`config.mk`:
```
export PLATFORM = sky130hd
export DESIGN_NAME = alt_pattern_serializer
export DESIGN_NICKNAME = d
export VERILOG_FILES = /design/src/rtl/alt_pattern_serializer_pkg.sv /design/src/rtl/alt_pattern_serializer_bit_timer.sv /design/src/rtl/alt_pattern_serializer.sv
export SDC_FILE = /design/constraint.sdc
export NUM_CORES = 1
export LEC_CHECK = 0
export CAP_MARGIN = 20
export CORE_MARGIN = 2
export CORE_UTILIZATION = 29
export CTS_CLUSTER_SIZE = 12
export DETAILED_ROUTE_END_ITERATION = 7
export SLEW_MARGIN = 10
export SYNTH_ARGS = -nofsm -noshare
export SYNTH_HDL_FRONTEND = slang
export SYNTH_HIERARCHICAL = 1
export SYNTH_SLANG_ARGS = --single-unit
```
`constraint.sdc`:
```
create_clock -name clk -period 3.2 [get_ports clk]
set_input_delay 0.64 -clock clk [delete_from_list [all_inputs] [get_ports clk]]
set_output_delay 0.64 -clock clk [all_outputs]
set_load 0.005 [all_outputs]
```
`src/rtl/alt_pattern_serializer_pkg.sv`:
```
// alt_ser_pkg: shared definitions for the alternating-pattern serializer
// and its matching serial detector.
// Holds the frame state encoding and the word classification helpers.
package alt_ser_pkg;

    // Widest word any user of this package may hand to the helpers.
    localparam int MAX_WORD_W = 16;

    // Frame states. PARITY is only reachable when the parity bit is built in.
    typedef enum logic [1:0] {
        IDLE   = 2'd0,
        SHIFT  = 2'd1,
        PARITY = 2'd2
    } ser_state_t;

    // True when every adjacent bit pair in the low 'width' bits differs,
    // e.g. 010 and 101 for a 3-bit word.
    function automatic logic is_alternating(input logic [MAX_WORD_W-1:0] word,
                                            input int                    width);
        logic result;
        result = 1'b1;
        for (int i = 0; i < MAX_WORD_W - 1; i++) begin
            if (i < width - 1) begin
                result = result & (word[i] ^ word[i+1]);
            end
        end
        return result;
    endfunction

    // Even-parity bit of a word: XOR of all its bits (upper bits must be zero).
    function automatic logic even_parity(input logic [MAX_WORD_W-1:0] word);
        return ^word;
    endfunction

endpackage

```
`src/rtl/alt_pattern_serializer_bit_timer.sv`:
```
// bit_timer: counts DIV clocks per serial bit and raises 'tick' on the last
// clock of each bit period. Held at zero while 'en' is low so every frame
// starts on a fresh bit period. Shared with the serial detector.
module bit_timer #(
    parameter int DIV = 4
) (
    input  logic clk,
    input  logic reset,
    input  logic en,
    output logic tick
);

    localparam int            CW   = $clog2(DIV) + 1;
    localparam logic [CW-1:0] LAST = CW'(DIV - 1);

    logic [CW-1:0] cnt;

    // Free-running 0..DIV-1 counter while enabled, cleared otherwise.
    always_ff @(posedge clk) begin
        if (reset || !en) begin
            cnt <= '0;
        end else if (cnt == LAST) begin
            cnt <= '0;
        end else begin
            cnt <= cnt + CW'(1);
        end
    end

    assign tick = en && (cnt == LAST);

endmodule

```
`src/rtl/alt_pattern_serializer.sv`:
```
// alt_pattern_serializer: accepts WORD_W-bit words over valid/ready and
// shifts them out MSB-first on 'sout', each bit held for DIV clocks.
// Reports whether the accepted word is an alternating pattern.
// Build option: define ALT_SER_PARITY_EN to append one even-parity bit
// (XOR of the word) after the data bits.
module alt_pattern_serializer
    import alt_ser_pkg::*;
#(
    parameter int WORD_W = 3,
    parameter int DIV    = 4
) (
    input  logic              clk,
    input  logic              reset,
    input  logic [WORD_W-1:0] din,
    input  logic              din_valid,
    output logic              din_ready,
    output logic              sout,
    output logic              sframe,
    output logic              sbusy,
    output logic              done,
    output logic              pattern_flag
);

    localparam int             BCW      = $clog2(WORD_W) + 1;
    localparam logic [BCW-1:0] LAST_BIT = BCW'(WORD_W - 1);

    ser_state_t        state;
    ser_state_t        state_next;
    logic [WORD_W-1:0] shreg;
    logic [BCW-1:0]    bit_cnt;
    logic              done_r;
    logic              pattern_r;
    logic              tick;
    logic              accept;
    logic              shift_en;
    logic              frame_end;
`ifdef ALT_SER_PARITY_EN
    logic              parity_r;
`endif

    // One bit period timer, running only while a frame is on the line.
    bit_timer #(
        .DIV (DIV)
    ) u_bit_timer (
        .clk   (clk),
        .reset (reset),
        .en    (state != IDLE),
        .tick  (tick)
    );

    // State register; reset aborts any frame in progress.
    always_ff @(posedge clk) begin
        if (reset) begin
            state <= IDLE;
        end else begin
            state <= state_next;
        end
    end

    // Next-state decode, datapath strobes and the combinational outputs.
    always_comb begin
        state_next = state;
        accept     = 1'b0;
        shift_en   = 1'b0;
        frame_end  = 1'b0;
        din_ready  = 1'b0;
        sout       = 1'b0;
        sframe     = 1'b0;
        sbusy      = 1'b0;

        case (state)
            IDLE: begin
                din_ready = !reset;
                if (din_valid && !reset) begin
                    accept     = 1'b1;
                    state_next = SHIFT;
                end
            end
            SHIFT: begin
                sbusy  = 1'b1;
                sout   = shreg[WORD_W-1];
                sframe = (bit_cnt == '0);
                if (tick) begin
                    shift_en = 1'b1;
                    if (bit_cnt == LAST_BIT) begin
`ifdef ALT_SER_PARITY_EN
                        state_next = PARITY;
`else
                        state_next = IDLE;
                        frame_end  = 1'b1;
`endif
                    end
                end
            end
`ifdef ALT_SER_PARITY_EN
            PARITY: begin
                sbusy = 1'b1;
                sout  = parity_r;
                if (tick) begin
                    state_next = IDLE;
                    frame_end  = 1'b1;
                end
            end
`endif
            default: begin
                state_next = IDLE;
            end
        endcase
    end

    // Word capture on accept, MSB-first shifting on each bit boundary.
    always_ff @(posedge clk) begin
        if (reset) begin
            shreg     <= '0;
            bit_cnt   <= '0;
            pattern_r <= 1'b0;
        end else if (accept) begin
            shreg     <= din;
            bit_cnt   <= '0;
            pattern_r <= is_alternating(MAX_WORD_W'(din), WORD_W);
        end else if (shift_en) begin
            shreg   <= {shreg[WORD_W-2:0], 1'b0};
            bit_cnt <= bit_cnt + BCW'(1);
        end
    end

`ifdef ALT_SER_PARITY_EN
    // Parity of the accepted word, captured alongside it.
    always_ff @(posedge clk) begin
        if (reset) begin
            parity_r <= 1'b0;
        end else if (accept) begin
            parity_r <= even_parity(MAX_WORD_W'(din));
        end
    end
`endif

    // Single-cycle completion pulse, lands on the first IDLE cycle.
    always_ff @(posedge clk) begin
        if (reset) begin
            done_r <= 1'b0;
        end else begin
            done_r <= frame_end;
        end
    end

    assign done         = done_r;
    assign pattern_flag = pattern_r;

endmodule

```
==> run_results.csv, run 1 <==
group,metric,value,unit
timing,finalMaxSlewViolations,0,
synth,yosysSeqAreaShare,38.71,%
global_route,gr-total-overflow,0,
pwr,power_leakage,0.3041,nW
synth,netlist.area_leader.share,38.71,%
detailed_routing,routed_wirelength,1169,µm
global_route,first_global_vias,478,
detailed_routing,drc,0,
synth,syn_std_cell_area,620.6,µm²
pwr,worst_ir_drop_vdd,0.1924,mV
layout,layout_common_cells,"dfxtp_1 (12), clkdlybuf4s50_1 (11)",
timing,layout_worst_path_cycle_share,74.23,%
pwr,power_per_cell_area,400.1,mW/mm²
timing,setup_repair_after_global_routing_missed_its_margin,"no",
flow_run,cap_violations,0,
clocking,cts_setup_buffers,0,
layout,final_common_cell,"dfxtp_1",
layout,antenna_cells_inserted,0,
worst_hold_path,timing.hold.worst.class,"flip-flop to flip-flop",
timing,fmax,421.0,MHz
layout,finalCoreUtilization,39.77,%
timing,min_period,2.375,ns
detailed_routing,postRouteAntennaNets,0,
global_route,grt_antenna_before_repair,0,
synth,area_fraction_in_compound_gates_after_synthesis,11.69,%
detailed_routing,detailed_route_vias_per_instance,4.738,
global_route,grtUsageTotal,10.90,%
floorplanning,die_w,50.26,µm
synth,synth_top_cells_by_area,"dfxtp_1 (39%), ha_1 (10%), a21oi_1 (4.0%), nand3_1 (4.0%), buf_6 (3.6%)",
timing,final.setup_skew,0.004799,ns
worst_setup_path,worst-endpoint-arrival,1.74,ns
synth,yosys_most_used_dff,"dfxtp_1",
clocking,cts_num_sinks,12,
place,postPlaceCellArea,752.0,µm²
clocking,worst_setup_hold_path_clk_slew,0.08,ns
timing,finalHoldViolCount,0,
clocking,cts_tree,"done",
outcome,outcome,"complete, no violations",
place,replace_congestion,0.7310,
clocking,cts_buffers,3,
floorplanning,placement_rows,16,
detailed_routing,drt_iter0_markers,10,
synth,xor_xnor_cell_area_share_of_the_yosys_netlist,1.411,%
layout,layout_fillers,201,
synth,synth-edff-count,0,
floorplanning,initial_standard_cell_utilization_of_the_core,31.31,%
synth,synthArstFlopShare,0,%
layout,area.growth.synth_to_final,27.02,%
timing,setup_viol_count_final,0,
layout,post_route_cells_drive_above_1_share,15.00,%
floorplanning,dieHeight,50.26,µm
detailed_routing,wl_met1,557,µm
detailed_routing,drt_first_pass_iters,4,
layout,final_design_area_no_fill,788.3,µm²
detailed_routing,wl_met3,44,µm
detailed_routing,via_count,507,
timing,worst_slew_margin,78.47,%
clocking,clk_path_buf_depth,2,
global_route,global_route_wire_length_before_repair,2090,µm
detailed_routing,highest-signal-layer,"met4",
detailed_routing,route.detailed.wl_per_inst,10.93,µm
worst_setup_path,cp.required,2.56,ns
detailed_routing,met2_wirelength,553,µm
clocking,insertion_delay_of_the_later_clocked_pin_in_the_worst_skew_pair,0.27,ns
worst_setup_path,critPathKind,"flip-flop to primary output",
timing,worstMarginPinSlew,0.3226,ns
worst_setup_path,setup.worst_path.start_class,"flip-flop",
floorplanning,core_region_area,0.001982,mm²
synth,synth.area.mux_share,1.815,%
floorplanning,fp.dieArea,0.002526,mm²
worst_setup_path,end_kind,"primary output",
synth,combinational_family_with_the_most_area_after_synthesis,"simple AND/OR/NAND/NOR gates",
synth,share_of_synthesized_cell_area_in_and_or_nand_and_nor_gates,28.83,%
clocking,htree_num_levels,1,
global_route,grt_max_degree,20,
synth,ys_warn_count,6,
synth,syn_inst,66,
place,place.detailed.hpwl,816.8,µm
clocking,postCtsResizedCells,0,
layout,nets,92,
place,dp.cells,103,
synth,postSynthRegisterBits,12,
clocking,root_buffer,"clkbuf_4",
clocking,cts_hold_buffers,0,
synth,post_synth_fa_ha_maj_area_fraction,10.08,%
layout,post_layout_nonfiller_instances,107,
synth,synth_top_area_cell,"dfxtp_1",
floorplanning,io_pins,12,
place,place.port_buffers,11,
synth,netlist-cell-type-count,26,
timing,setup_total_negative_slack,0,ns
worst_setup_path,crit_fanout,19,
synth,post_synthesis_net_count,77,
synth,post_synth.cell_area_avg,9.403,µm²
## cell type report
| cell class | count | area [µm²] | share of cell area (%) |
|---|---|---|---|
| clock buffer | 4 | 36.28 | 4.603 |
| tap | 27 | 33.78 | 4.286 |
| timing repair buffer | 13 | 125.1 | 15.87 |
| sequential | 12 | 240.2 | 30.48 |
| multi-input combinational | 46 | 334.1 | 42.38 |
| inverter | 5 | 18.77 | 2.381 |
## logic make-up (layout without fill, tap and decap cells)
logic type,count (synthesis),in the layout
simple gates,28,28
flops,12,12
compound gates,11,11
buf+inv,8,22
fa+ha+maj,5,5
xor+xnor,1,1
mux,1,1
## worst max-delay path, cell delays in order, from the launching register on
cell	delay, ns
dfxtp_1	0.32
buf_4	0.21
nor2b_1	0.28
and2_1	0.16
clkdlybuf4s50_1	0.49
## metal layers
layer,global-route usage [%],up-vias
met5,0,-
met3,2.976,2
met1,15.75,232
met4,5.556,0
met2,14.47,10
li1,-,263
## metrics by stage
step	hold WS, ns	power, W	worst slack [ns]
2_1_floorplan	0.4031	0.0001788	1.666
6_report	0.4397	0.0003154	0.8246
3_3_place_gp	0.4193	0.0001977	0.8375
5_1_grt	0.4669	0.0003347	0.7082
3_5_place_dp	0.4327	0.0001986	0.8454
4_1_cts	0.4435	0.0003183	0.8046
## sequential cells by signal, indices dropped and copies added, names as in the netlist
name	flops
bit_cnt	3
done	1
state	1
u_bit_timer/cnt	3
shreg	3
pattern_flag	1
## synthesized netlist by cell type, drive strengths merged, types with 2 or more instances
cell	count
nand3	5
dfxtp	12
buf	3
and2	3
a221oi	2
nor2	5
nor3b	4
ha	5
nand2	4
inv	5
nor4b	2
a21oi	5
## where the power goes
group          switching (W)  internal [W]  total (W)  leakage, nW
registers         0.00000198      0.000154   0.000156       0.0977
clock network      0.0000514     0.0000691   0.000121       0.0210
logic              0.0000177     0.0000213  0.0000390        0.185
total              0.0000711      0.000244   0.000315        0.304
## worst paths after layout
check / cells past startpoint / startpoint / slack, ns / to
worst max register to register: 6 / u_bit_timer/cnt[0] / 1.61 / bit_cnt[1]
worst max-delay path: 4 / state[0] / 0.82 / sframe
worst min-delay path: 1 / u_bit_timer/cnt[0] / 0.44 / u_bit_timer/cnt[0]
worst min register to register: 1 / u_bit_timer/cnt[0] / 0.44 / u_bit_timer/cnt[0]
No activity file was read; power rests on OpenSTA's default activity.
==> run 2, diff against run 1 <==
clock period = 1.95 ns   (was 3.2 ns; I/O delays follow)
==> run 2 against run 1 <==
Effect of this change: core utilization increased by 0.76 points; largest power group unchanged; flip-flop and latch count unchanged; setup slack got worse by 0.72 ns; global-route usage increased by 0.056 points; critical path depth decreased by 1; cell area increased by 1.9%; register-to-register slack got worse by 1.3 ns; combinational power increased by 69%; clock skew increased by 0.0043 ns; largest cell class unchanged; critical path type is now input pin to primary output; clock-buffer cell count unchanged; first-iteration DRC count decreased by 40%; total power increased by 65%; critical endpoint is now din_ready.
==> run_results.csv, run 2 (synthesized netlist as in run 1, its figures left out) <==
group,metric,value,unit
detailed_routing,postRouteAntennaNets,0,
layout,post_route_cells_drive_above_1_share,18.52,%
timing,worstMarginPinSlew,0.3158,ns
floorplanning,initial_standard_cell_utilization_of_the_core,31.31,%
floorplanning,fp.dieArea,0.002526,mm²
layout,final_design_area_no_fill,803.3,µm²
detailed_routing,drc,0,
global_route,grt_antenna_before_repair,0,
clocking,root_buffer,"clkbuf_4",
worst_setup_path,worst-endpoint-arrival,1.46,ns
pwr,p_total,0.0005206,W
timing,finalMaxSlewViolations,0,
worst_setup_path,crit-reg2reg-launch,"u_bit_timer/cnt[0]",
outcome,outcome,"complete, no violations",
layout,layout_common_cells,"dfxtp_1 (11), clkdlybuf4s50_1 (11)",
timing,fin_ws,0.1008,ns
timing,min_period,1.849,ns
pwr,power_leakage,0.3112,nW
worst_setup_path,critPathSlowestCell,"clkdlybuf4s50_1",
layout,biggest_registers_after_layout,"bit_cnt x3, shreg x3, u_bit_timer/cnt x3",
place,replace_congestion,0.7128,
clocking,insertion_delay_of_the_later_clocked_pin_in_the_worst_skew_pair,0.28,ns
global_route,first_global_vias,491,
clocking,postCtsResizedCells,0,
global_route,gr-total-overflow,0,
floorplanning,core_region_area,0.001982,mm²
worst_setup_path,reg2regPathDepth,6,
timing,layout_worst_path_cycle_share,94.83,%
worst_setup_path,critical_path.cell_chain,"clkdlybuf4s50_1, nor2_1, clkdlybuf4s50_1",
timing,setup_total_negative_slack,0,ns
clocking,cts_buffers,3,
place,place.port_buffers,11,
pwr,power_per_cell_area,648.1,mW/mm²
global_route,global_route_wire_length_before_repair,2049,µm
floorplanning,placement_rows,16,
clocking,clk_path_buf_depth,2,
worst_setup_path,slowest_delay,0.51,ns
global_route,grtUsageTotal,10.96,%
floorplanning,die_w,50.26,µm
clocking,cts_hold_buffers,0,
global_route,grt_max_degree,19,
clocking,cts_tree,"done",
worst_hold_path,worstHoldEndpoint,"u_bit_timer/cnt[0]",
place,postPlaceCellArea,759.5,µm²
worst_setup_path,critical-path-top-delay-family,"buffers and inverters",
layout,nets,93,
worst_setup_path,worstSetupStartpoint,"reset",
worst_setup_path,reg2reg_to,"bit_cnt[1]",
worst_setup_path,end_kind,"primary output",
timing,setup_viol_count_final,0,
worst_setup_path,critPathKind,"input pin to primary output",
timing,finalHoldViolCount,0,
clocking,worst_setup_hold_path_clk_slew,0.08,ns
timing,worst_slew_margin,78.92,%
worst_hold_path,timing.hold.worst.class,"flip-flop to flip-flop",
floorplanning,dieHeight,50.26,µm
timing,setup_repair_after_global_routing_missed_its_margin,"no",
worst_setup_path,crit_fanout,2,
timing,final.setup_skew,0.009084,ns
detailed_routing,route.detailed.wl_per_inst,10.09,µm
worst_setup_path,path_common_cell,"clkdlybuf4s50_1",
clocking,cts_setup_buffers,0,
detailed_routing,via_count,498,
clocking,htree_num_levels,1,
flow_run,cap_violations,0,
layout,antenna_cells_inserted,0,
detailed_routing,drt_iter0_markers,6,
detailed_routing,routed_wirelength,1090,µm
place,place.detailed.hpwl,796.9,µm
detailed_routing,detailed_route_vias_per_instance,4.611,
detailed_routing,drt_first_pass_iters,4,
timing,fmax,540.8,MHz
floorplanning,io_pins,12,
place,pre_cts_setup_slack,0.09417,ns
layout,area.growth.synth_to_final,29.44,%
worst_setup_path,timing.reg2reg.setup_slack,0.33,ns
worst_hold_path,worstHoldStart,"u_bit_timer/cnt[0]",
clocking,cts_num_sinks,12,
pwr,worst_ir_drop_vdd,0.5035,mV
worst_hold_path,worst_hold_stages,1,
worst_setup_path,setup.worst_path.start_class,"input pin",
worst_setup_path,path_buf_inv,2,
worst_setup_path,cp.required,1.56,ns
## run 2: cell types whose count changed in the layout (fill, tap and decap cells not counted)
| cell | delta |
|---|---|
| dfxtp_2 | +1 |
| dfxtp_1 | -1 |
| nor2b_2 | +1 |
| nor2b_1 | -1 |
| buf_6 | +1 |
## run 2: worst max path at each step
stage	endpoint	slack [ns]	cells after the start
after detailed placement	din_ready	0.09	3
final	din_ready	0.10	3
after CTS	sframe	0.03	3
after global placement	din_ready	0.09	3
after global routing	sframe	0.01	3
after floorplan	bit_cnt[1]	0.43	7
## run 2: cell type report
class,count,area (µm²)
Fill cell,202,1179
Multi-Input combinational cell,46,336.6
Timing Repair Buffer,14,136.4
Inverter,5,18.77
Clock buffer,4,36.28
Tap cell,27,33.78
Sequential cell,12,241.5
## run 2: report_power, final
group / switching (W) / internal (W) / leakage [nW]
Combinational: 0.0000283 / 0.0000375 / 0.192
Clock: 0.0000852 / 0.000114 / 0.0210
Sequential: 0.00000355 / 0.000252 / 0.0982
## run 2: worst reg2reg max path: cells and delay by family (launching register included)
| family | cells | cell delay (ns) |
|---|---|---|
| AOI/OAI and AO/OA | 1 | 0.14 |
| adders and majority gates | 2 | 0.35 |
| DFF | 1 | 0.34 |
| muxes | 1 | 0.35 |
| and+or+nand+nor | 2 | 0.32 |
## run 2: metal layers
metal	wire length [µm]	track usage (%)	vias to the layer above
li1	-	-	261
met1	510	13.16	225
met2	501	16.01	10
met3	64	6.250	2
met4	13	4.167	0
met5	0	0	-
## run 2: per-stage QoR
stage          utilization [%]  cells  hold slack (ns)
2_1_floorplan                -     66           0.4031
6_report                 40.53    108           0.4369
3_5_place_dp             38.32    104           0.4288
4_1_cts                  40.15    108           0.4401
5_1_grt                  40.53    108           0.4696
3_3_place_gp             38.32    104           0.4218
